### src/rtl/line_draw_sequencer.sv
// line_draw_sequencer: walks a shape's lines one at a time. It optionally
// clears the framebuffer first, then for each line fetches endpoints from the
// shape source, kicks the rasteriser and forwards its pixels to the
// framebuffer. When MODE=1 it redraws after a number of frame pulses.
module line_draw_sequencer #(
    parameter int XY_BITW       = 11,
    parameter int LINE_CNT      = 12,
    parameter int LINEW         = 4,
    parameter int COLORW        = 3,
    parameter int FB_WIDTH      = 16,
    parameter int FB_HEIGHT     = 16,
    parameter int CLEAR_EN      = 1,
    parameter int MODE          = 0,
    parameter int REDRAW_FRAMES = 1
) (
    input  logic               clk,
    input  logic               rst,
    input  logic               enable,
    input  logic               frame,
    output logic [LINEW-1:0]   line_id,
    input  logic [XY_BITW-1:0] x0,
    input  logic [XY_BITW-1:0] y0,
    input  logic [XY_BITW-1:0] x1,
    input  logic [XY_BITW-1:0] y1,
    input  logic [COLORW-1:0]  color,
    output logic               draw_start,
    input  logic [XY_BITW-1:0] draw_x,
    input  logic [XY_BITW-1:0] draw_y,
    input  logic               drawing,
    input  logic               draw_done,
    input  logic [XY_BITW-1:0] sx,
    input  logic [XY_BITW-1:0] sy,
    output logic               fb_we,
    output logic [XY_BITW-1:0] fb_x,
    output logic [XY_BITW-1:0] fb_y,
    output logic [COLORW-1:0]  fb_color,
    output logic               busy,
    output logic               done
);

    localparam int FCW = $clog2(REDRAW_FRAMES + 1);

    localparam logic [LINEW-1:0]   LINE_LAST = LINEW'(LINE_CNT - 1);
    localparam logic [XY_BITW-1:0] X_LAST    = XY_BITW'(FB_WIDTH - 1);
    localparam logic [XY_BITW-1:0] Y_LAST    = XY_BITW'(FB_HEIGHT - 1);
    localparam logic [FCW-1:0]     FRM_LAST  = FCW'(REDRAW_FRAMES - 1);

    typedef enum logic [2:0] {
        IDLE,
        CLEAR,
        FETCH,
        START,
        DRAW,
        DONE
    } state_t;

    // A new pass begins with the clear sweep only when it is enabled.
    localparam state_t FIRST_STATE = (CLEAR_EN != 0) ? CLEAR : FETCH;

    state_t               state, state_n;
    logic [LINEW-1:0]     line_n;
    logic [FCW-1:0]       frame_cnt, frame_cnt_n;
    logic [XY_BITW-1:0]   clr_x, clr_x_n;
    logic [XY_BITW-1:0]   clr_y, clr_y_n;
    logic [COLORW-1:0]    color_q;

    // Endpoints travel straight from the shape source to the rasteriser;
    // the sequencer only needs to time their fetch.
    logic unused_endpoints;
    assign unused_endpoints = ^{x0, y0, x1, y1};

    // State, line index, frame counter, clear position and latched colour.
    always_ff @(posedge clk or negedge rst) begin
        if (!rst) begin
            state     <= IDLE;
            line_id   <= '0;
            frame_cnt <= '0;
            clr_x     <= '0;
            clr_y     <= '0;
            color_q   <= '0;
        end else begin
            state     <= state_n;
            line_id   <= line_n;
            frame_cnt <= frame_cnt_n;
            clr_x     <= clr_x_n;
            clr_y     <= clr_y_n;
            if (state == START) begin
                color_q <= color;
            end
        end
    end

    // Next-state logic; dropping enable outside IDLE always wins.
    always_comb begin
        state_n     = state;
        line_n      = line_id;
        frame_cnt_n = frame_cnt;
        clr_x_n     = clr_x;
        clr_y_n     = clr_y;
        if (state != IDLE && !enable) begin
            state_n     = IDLE;
            frame_cnt_n = '0;
        end else begin
            case (state)
                IDLE: begin
                    if (frame && enable) begin
                        line_n  = '0;
                        clr_x_n = '0;
                        clr_y_n = '0;
                        state_n = FIRST_STATE;
                    end
                end
                CLEAR: begin
                    if (clr_x == X_LAST) begin
                        clr_x_n = '0;
                        if (clr_y == Y_LAST) begin
                            state_n = FETCH;
                        end else begin
                            clr_y_n = clr_y + 1'b1;
                        end
                    end else begin
                        clr_x_n = clr_x + 1'b1;
                    end
                end
                FETCH: state_n = START;
                START: state_n = DRAW;
                DRAW: begin
                    if (draw_done) begin
                        if (line_id == LINE_LAST) begin
                            state_n = DONE;
                        end else begin
                            line_n  = line_id + 1'b1;
                            state_n = FETCH;
                        end
                    end
                end
                DONE: begin
                    if (MODE == 1 && frame) begin
                        if (frame_cnt == FRM_LAST) begin
                            frame_cnt_n = '0;
                            line_n      = '0;
                            clr_x_n     = '0;
                            clr_y_n     = '0;
                            state_n     = FIRST_STATE;
                        end else begin
                            frame_cnt_n = frame_cnt + 1'b1;
                        end
                    end
                end
                default: state_n = IDLE;
            endcase
        end
    end

    // Outputs are decoded from the current state so reset takes effect at once.
    always_comb begin
        draw_start = (state == START);
        busy       = (state == CLEAR) || (state == FETCH) ||
                     (state == START) || (state == DRAW);
        done       = (state == DONE);
        fb_we      = 1'b0;
        fb_x       = sx;
        fb_y       = sy;
        fb_color   = color_q;
        case (state)
            CLEAR: begin
                fb_we    = 1'b1;
                fb_x     = clr_x;
                fb_y     = clr_y;
                fb_color = '0;
            end
            DRAW: begin
                fb_we = drawing;
                fb_x  = draw_x;
                fb_y  = draw_y;
            end
            default: ;
        endcase
    end

endmodule

### config.mk
export PLATFORM = sky130hd
export DESIGN_NAME = line_draw_sequencer
export DESIGN_NICKNAME = d
export VERILOG_FILES = /design/src/rtl/line_draw_sequencer.sv
export SDC_FILE = /design/constraint.sdc
export NUM_CORES = 1
export LEC_CHECK = 0
export BUFFER_PORTS_ARGS = -buffer_cell sky130_fd_sc_hd__buf_4
export CORE_AREA = 2 2 80 82
export DETAILED_ROUTE_END_ITERATION = 10
export DIE_AREA = 0 0 82 84
export PLACE_DENSITY = 0.67
export SKIP_LAST_GASP = 1
export SLEW_MARGIN = 10
export SYNTH_ARGS = -nofsm -noshare
export SYNTH_HDL_FRONTEND = slang
export SYNTH_SLANG_ARGS = --single-unit
export TNS_END_PERCENT = 20
### constraint.sdc
create_clock -name clk -period 4.2 [get_ports clk]
set_clock_uncertainty 0.15 [all_clocks]
set_input_delay 0.63 -clock clk [delete_from_list [all_inputs] [get_ports clk]]
set_output_delay 0.63 -clock clk [all_outputs]
set_load 0.005 [all_outputs]
==> metrics.md, run 1 <==
| Metric | Value |
|---|---|
| Slew margin rel. | a little under three fifths |
| EDFF count, synth | 0 |
| Worst skew pair latency | ~0.28 ns |
| Die width | slightly above 80 um |
| RR Endpoint | clr_x[9] |
| Final Setup Violations | 0 |
| Syn. warnings | 0 |
| Worst vdd ir | about 0.24 mV |
| Asr flop ratio synth | 100% |
| Core area | between 0.006 and 0.007 sq mm |
| Final Hold Fails | 0 |
| Placed inst area | 0.00301 sq mm |
| Initial antenna violation count | 0 |
| GPL Wtd Cong | roughly 0.8 |
| Period utilisation layout | about 70% |
| Yosys cell types | between 50 and 60 |
| Post-CTS sizing | 0 |
| Clock-pin slew on the worst setup and hold paths | approximately 0.060 ns |
| Logic pwr share | approximately half |
| 1st-iter DRT viols | 94 |
| Clock buffer depth | 2 |
| Clk sinks | 32 |
| Root buffer selected by CTS | clkbuf_8 |
| Final Slew Violations | 0 |
| NetSw | 0.443 mW |
| GRT Util Overall | 18.7% |
| RSZ-0062 raised after global routing | false |
| Sequential area share after synthesis | 34.4% |
| Sequential share of power | around 33% |
| Yosys reg bits | 32 |
| Cells after DPL | 429 |
| Total power | 1.16 mW |
| Design Area, Final | just over 0.003 sq mm |
| Die Y | around 84 um |
| Hold-fix buffers at CTS | 0 |
| Crit path capture type | output pin |
| Worst-margin pin slew | about 0.65 ns |
| Hpwl dp | around 4.5 mm |
| R2R cell count | 5 |
| Post CTS Setup Buffer Count | 0 |
| Pwr Density | approximately 380 mW/mm^2 |
| Switching share of power | about two fifths |
| MaxCap Viol Count | 0 |
| Gate Count Post-Synth | 281 |
| LEAKAGE | roughly 1.5 nW |
| Main synth FF type | dfrtp_1 |
| Nets | around 460 |
| Final setup TNS | 0 ns |
| DRC Markers | 0 |
| Fmax | between 300 and 400 MHz |
| Most used routing layer | met2 |
| FF-to-FF Start | state[0] |
| Mapped Avg Cell Area | approximately 8.3 sq um |
| Global-route wire length before repair | between 10 and 15 mm |
| Ant diodes | 0 |
| Part of the power in the clock network | between 10% and 20% |
| Pint | between 0.7 and 0.8 mW |
| Post-synthesis cell area | 0.00232 sq mm |
| Htree depth | 2 |
| Startpoint Class | flip-flop |
| WL per Instance | 14.5 um |
| Setup crit start | state[0] |
| Overall routed net length | ~6.3 mm |
| Initial Util | 38.1% |
| Via/cell ratio | 5.52 |
| IO Pins | 130 |
| Grt total ovfl | 0 |
| CP Max Fanout | 20 |
| Number of global-route vias before repair | between 2000 and 2500 |
| Vias | approximately 2400 |
| Post-synthesis net count | roughly 380 |
| Post-DRT Antenna Nets | 0 |
| Critical path type | reg2out |
| Layout cells sized above 1 | between 30 and 40% |
| Worst endpoint required time | between 3 and 4 ns |
| Area delta synth->final | 32.5% |
| Met3 GRT Util | between 4 and 5% |
| Total CTS buffers | 5 |
| Pre-Repair DR Iteration Count | 4 |
| CTS tree | done |
| Buffers on Ports | 85 |
| Die area | 0.00689 sq mm |
| Status | completed |
| Rows | 29 |
| Hold Path Class | in2async |
| CP Data Arrival Time | approximately 2.2 ns |
| Worst R2R Setup Slack | about 1.6 ns |
| Met2 Use GR | ~30% |
| Final Non-Filler Cells | 434 |
| Largest net degree at the start of global routing | 33 |
| GRT met1 Usage | between 20% and 30% |
| Fin crit period | between 2 and 3 ns |
==> per-stage QoR <==
stage	worst slack, ns	util (%)	hold slack (ns)
after global routing	1.08	50.5	0.165
after detailed placement	1.53	49.4	0.342
after CTS	1.21	50.5	0.146
after global placement	1.55	49.4	0.329
final	1.22	50.5	0.124
after floorplan	1.84	-	0.184
==> kinds of logic after synthesis <==
family	Yosys count	synth area share (%)
multiplexers	6	2.85
AO/OA/AOI/OAI	70	21.7
AND/OR/NAND/NOR	143	33.4
flip-flops	32	34.4
adder cells (fa/ha/maj)	3	1.61
buffers and inverters	22	4.14
XOR/XNOR	5	1.88
==> power by group through the flow <==
stage	clock network, mW	logic [mW]	registers [mW]
after floorplan	0	0.336	0.363
after global placement	0	0.569	0.386
after detailed placement	0	0.575	0.387
after CTS	0.221	0.577	0.382
after global routing	0.233	0.629	0.390
final	0.211	0.569	0.382
==> how the worst max path moves through the flow <==
stage               cells after the start      end  slack (ns)
floorplan                               5  fb_y[1]        1.84
global placement                        5  fb_y[4]        1.55
detailed placement                      5  fb_y[4]        1.53
CTS                                     5  fb_y[4]        1.21
global route                            5  fb_y[4]        1.08
finish                                  5  fb_y[3]        1.22
==> layout by cell type, fill, tap and decap left out, drive strengths merged, types with 6 or more instances in the layout <==
cell type / n
nand3: 14
and2: 6
o31ai: 9
or4: 7
nor2: 18
dfrtp: 32
a21oi: 13
o21ai: 6
nand2: 59
a22oi: 20
buf: 88
and3: 8
==> worst max-delay path, cell delays in order (launching register included) <==
cell and delay, ns:
dfrtp_1 0.59, nor3b_2 0.57, buf_4 0.36, and2_1 0.19, a221o_1 0.11, buf_4 0.10
==> state kept, by name, summed over array words and instances, names as in the netlist <==
name,flops
line_id,4
clr_y,11
state,3
clr_x,11
color_q,3
==> cell type report <==
type                            instances  area (sq um)
Inverter                                5          18.8
Fill cell                             620          3020
Tap cell                               77          96.3
Sequential cell                        32           801
Timing Repair Buffer                   88           661
Clock buffer                            5          68.8
Multi-Input combinational cell        227          1430
==> routing by layer <==
metal / wire (um) / up-vias
met5: 0 / -
met3: 415 / 2
li1: - / 1204
met2: 2960 / 70
met1: 2890 / 1121
met4: 15 / 0
==> cells in the mapped netlist (2+ instances only) <==
cell type	instances	area share, %
nor4_1	2	0.54
and2_1	6	1.6
ha_1	3	1.6
a31oi_1	3	0.81
nor2_1	18	2.9
nand3_1	14	3.0
buf_2	8	1.7
o211ai_1	3	0.97
o31ai_1	9	2.9
nor3b_2	2	1.1
a21oi_1	13	2.8
or4_1	7	2.3
inv_1	5	0.81
nand4_1	5	1.3
xnor2_1	4	1.5
clkbuf_1	8	1.3
and3_1	8	2.2
nand3b_1	3	0.97
mux2_2	5	2.4
o21ai_0	5	1.1
nor4_2	2	1.1
nor3_1	3	0.65
a22oi_1	20	6.5
dfrtp_1	32	34
and4_1	2	0.75
nand2_1	59	9.5
a221o_1	3	1.3
nand2b_1	2	0.54
o21bai_1	2	0.65
Note: power is estimated with default switching activity, not from simulation.
==> run 2, diff against run 1 <==
--- a/config.mk
+++ b/config.mk
@@ -5,11 +5,12 @@
 export SDC_FILE = /design/constraint.sdc
 export NUM_CORES = 1
 export LEC_CHECK = 0
+export ABC_AREA = 1
 export BUFFER_PORTS_ARGS = -buffer_cell sky130_fd_sc_hd__buf_4
-export CORE_AREA = 2 2 80 82
+export CORE_AREA = 2 2 81 83
 export DETAILED_ROUTE_END_ITERATION = 10
-export DIE_AREA = 0 0 82 84
-export PLACE_DENSITY = 0.67
+export DIE_AREA = 0 0 83 85
+export PLACE_DENSITY = 0.7
 export SKIP_LAST_GASP = 1
 export SLEW_MARGIN = 10
 export SYNTH_ARGS = -nofsm -noshare
==> constraint.sdc (replaced) <==
create_clock -name clk -period 2.4 [get_ports clk]
set_clock_uncertainty 0.15 [all_clocks]
set_input_delay 0.36 -clock clk [delete_from_list [all_inputs] [get_ports clk]]
set_output_delay 0.36 -clock clk [all_outputs]
set_load 0.005 [all_outputs]
==> run 2 against run 1 <==
Area after synthesis rose by 3.6%. Critical endpoint is now fb_y[7]. Worst setup slack got worse by 1.1 ns. Clock power up 140%. Sequential share of layout area fell by 1.6 points. Total power grew to 2.6 times the previous value. Cell count up 21%. Combinational power grew to 3.2 times the previous value.
==> metrics.md, run 2 <==
| Metric | Value |
|---|---|
| Status | completed (unchanged) |
| Post-synthesis net count | 457 (was 381) |
| Vias | 2591 (was 2397) |
| Worst endpoint required time | 1.89 ns (was 3.42 ns) |
| MaxCap Viol Count | 0 (unchanged) |
| Worst R2R Setup Slack | 0.39 ns (was 1.63 ns) |
| WL per Instance | 11.9 um (was 14.5 um) |
| Initial Util | 38.8% (was 38.1%) |
| Ant diodes | 0 (unchanged) |
| FF-to-FF Start | state[2] (was state[0]) |
| Commonest non-fill, non-tap cell in the layout | nand2_1 (was buf_4) |
| Overall routed net length | 6.22 mm (was 6.28 mm) |
| EDFF count, synth | 0 (unchanged) |
| Leading area contributor after synthesis | dfrtp_1 (unchanged) |
| R2R cell count | 8 (was 5) |
| Fmax | ~440 MHz |
| Total CTS buffers | 5 (unchanged) |
| Die width | 83 um (was 82 um) |
| Syn. warnings | 0 (unchanged) |
| Fillers | 602 (was 620) |
| Pwr Density | 925 mW/mm^2 (was 377 mW/mm^2) |
| Buffers on Ports | 85 (unchanged) |
| Post-synthesis cell area | 0.00241 sq mm (was 0.00232 sq mm) |
| GRT Util Overall | 19.1% (was 18.7%) |
| Core area | 0.00620 sq mm (was 0.00610 sq mm) |
| Via/cell ratio | 4.94 (was 5.52) |
| Period utilisation layout | 94.2% |
| Root buffer selected by CTS | clkbuf_8 (unchanged) |
| Mapped Avg Cell Area | 6.75 sq um (was 8.27 sq um) |
| Synth area leaders | dfrtp_1, nand2_1, o211ai_1, nor2_1, inv_1 (was dfrtp_1, nand2_1, a22oi_1, nand3_1, nor2_1) |
| Main synth FF type | dfrtp_1 (unchanged) |
| Final Slew Violations | 0 (unchanged) |
| Slew margin rel. | 71.9% (was 56.2%) |
| RSZ-0062 raised after global routing | false (unchanged) |
| Gate Count Post-Synth | 357 (was 281) |
| Area delta synth->final | 36.2% (was 32.5%) |
| 1st-iter DRT viols | 149 (was 94) |
| Final Non-Filler Cells | 525 (was 434) |
| Final Setup Violations | 0 (unchanged) |
| Clk sinks | 32 (unchanged) |
| Htree depth | 2 (unchanged) |
| Top cells by count, synth | nand2_1, nor2_1, inv_1, dfrtp_1, nand3_1 (was nand2_1, dfrtp_1, a22oi_1, nor2_1, nand3_1) |
| Commonest cells after routing, fill and taps aside | nand2_1, buf_4, nor2_1, inv_1, dfrtp_1 (was buf_4, nand2_1, dfrtp_1, a22oi_1, nor2_1) |
| Initial antenna violation count | 0 (unchanged) |
| Yosys cell types | 29 (was 54) |
| Post-Place Worst Slack | 0.367 ns (was 1.53 ns) |
| LEAKAGE | 1.63 nW (was 1.45 nW) |
| Hpwl dp | 4.80 mm (was 4.49 mm) |
| Nets | 547 (was 459) |
| Post-DRT Antenna Nets | 0 (unchanged) |
| Worst vdd ir | 0.628 mV (was 0.241 mV) |
| Count leader, synth | nand2_1 (unchanged) |
| Fin crit period | 2.26 ns |
| Pre-Repair DR Iteration Count | 5 (was 4) |
| GPL Wtd Cong | 0.872 (was 0.798) |
| Global-route wire length before repair | 11.2 mm (was 10.3 mm) |
| Final Hold Fails | 0 (unchanged) |
| DRC Markers | 0 (unchanged) |
| Largest registers | clr_x x11, clr_y x11, line_id x4 (unchanged) |
| Setup crit end | fb_y[7] (was fb_y[3]) |
| Crit path capture type | output pin (unchanged) |
| Die area | 0.00706 sq mm (was 0.00689 sq mm) |
| Asr flop ratio synth | 100% (unchanged) |
| CP Data Arrival Time | 1.75 ns (was 2.20 ns) |
| Setup crit start | state[0] (unchanged) |
| CP Max Fanout | 31 (was 20) |
| Post CTS Setup Buffer Count | 0 (unchanged) |
| Register area | 802 sq um (was 801 sq um) |
| Die Y | 85 um (was 84 um) |
| Startpoint Class | flip-flop (unchanged) |
| Yosys reg bits | 32 (unchanged) |
| Hold Crit Start | color[0] |
| IO Pins | 130 (unchanged) |
| Worst skew pair latency | 0.28 ns (about the same) |
| Sequential area share after synthesis | 33.2% (was 34.4%) |
| Grt total ovfl | 0 (unchanged) |
| RR Endpoint | clr_y[2] (was clr_x[9]) |
| Layout cells sized above 1 | 26.6% (was 30.5%) |
| Largest net degree at the start of global routing | 33 (unchanged) |
| Number of global-route vias before repair | 2496 (was 2209) |
| Worst-margin pin slew | 0.421 ns (was 0.655 ns) |
| Hold Path Class | in2reg (was in2async) |
| Final setup margin | 0.139 ns (was 1.22 ns) |
| Rows | 29 (unchanged) |
| CTS tree | done (unchanged) |
| Cells after DPL | 516 (was 429) |
| Synth top area share | 33.2% (was 34.4%) |
| Clock-pin slew on the worst setup and hold paths | 0.07 ns (was 0.06 ns) |
| Total power | 3.03 mW (was 1.16 mW) |
| Area of the multi-input gates | 0.00141 sq mm (was 0.00143 sq mm) |
| Clock buffer depth | 2 (unchanged) |
| Final setup TNS | 0 ns (unchanged) |
| Critical path type | reg2out (unchanged) |
-- run 2: where the power goes --
group | internal [mW] | leakage (nW) | switching [mW]
Sequential | 0.623 | 0.436 | 0.102
Combinational | 0.742 | 1.14 | 1.06
Clock | 0.308 | 0.0552 | 0.200
Total | 1.67 | 1.63 | 1.36
-- run 2: critical path, cell delays in order (launching register included) --
cell      delay (ns)
dfrtp_1         0.46
inv_1           0.12
nor3_4          0.24
inv_2           0.12
buf_12          0.18
o211ai_1        0.20
buf_4           0.14
-- run 2: metrics by stage --
stage                     hold slack [ns]  utilization (%)  cell area [sq um]
final                               0.117             52.9               3280
after detailed placement            0.182             50.7               3150
after global placement              0.181             50.7               3150
after floorplan                   -0.0856                -               2410
after CTS                           0.110             52.6               3270
after global routing                0.129             52.9               3280
-- run 2: how the worst min path moves through the flow --
stage,end,slack (ns),cells after the start
after floorplan,clr_x[0],-0.09,0
after global placement,clr_x[5],0.18,1
after detailed placement,clr_x[6],0.18,1
after CTS,color_q[0],0.11,3
after global routing,color_q[2],0.13,3
final,color_q[0],0.12,3
-- run 2: repair_timing --
item                                    CTS  global route
hold buffers                              1             0
endpoints found under the hold margin    32             0
gates resized for setup                   0             4
endpoints found under the setup margin    0            19
-- run 2: routing by layer --
layer	vias to the layer above	track usage [%]	share of wire, %
li1	1345	-	-
met1	1165	25.9	46
met2	77	31.2	46
met3	4	3.79	7.1
met4	0	5.81	0.79
met5	-	0	0
-- run 2: final cells by class --
type                            count  share of cell area [%]
Sequential cell                    32                    24.4
Multi-Input combinational cell    277                    43.1
Tap cell                           77                    2.94
Clock buffer                        6                    2.21
Timing Repair Buffer               92                    21.6
Clock inverter                      2                    1.07
Inverter                           39                    4.61
-- run 2: cells by family after synthesis --
group	synth area share (%)
AO/OA/AOI/OAI	14.1
adder cells (fa/ha/maj)	1.56
flip-flops	33.2
buffers and inverters	8.57
XOR/XNOR	2.91
AND/OR/NAND/NOR	39.6
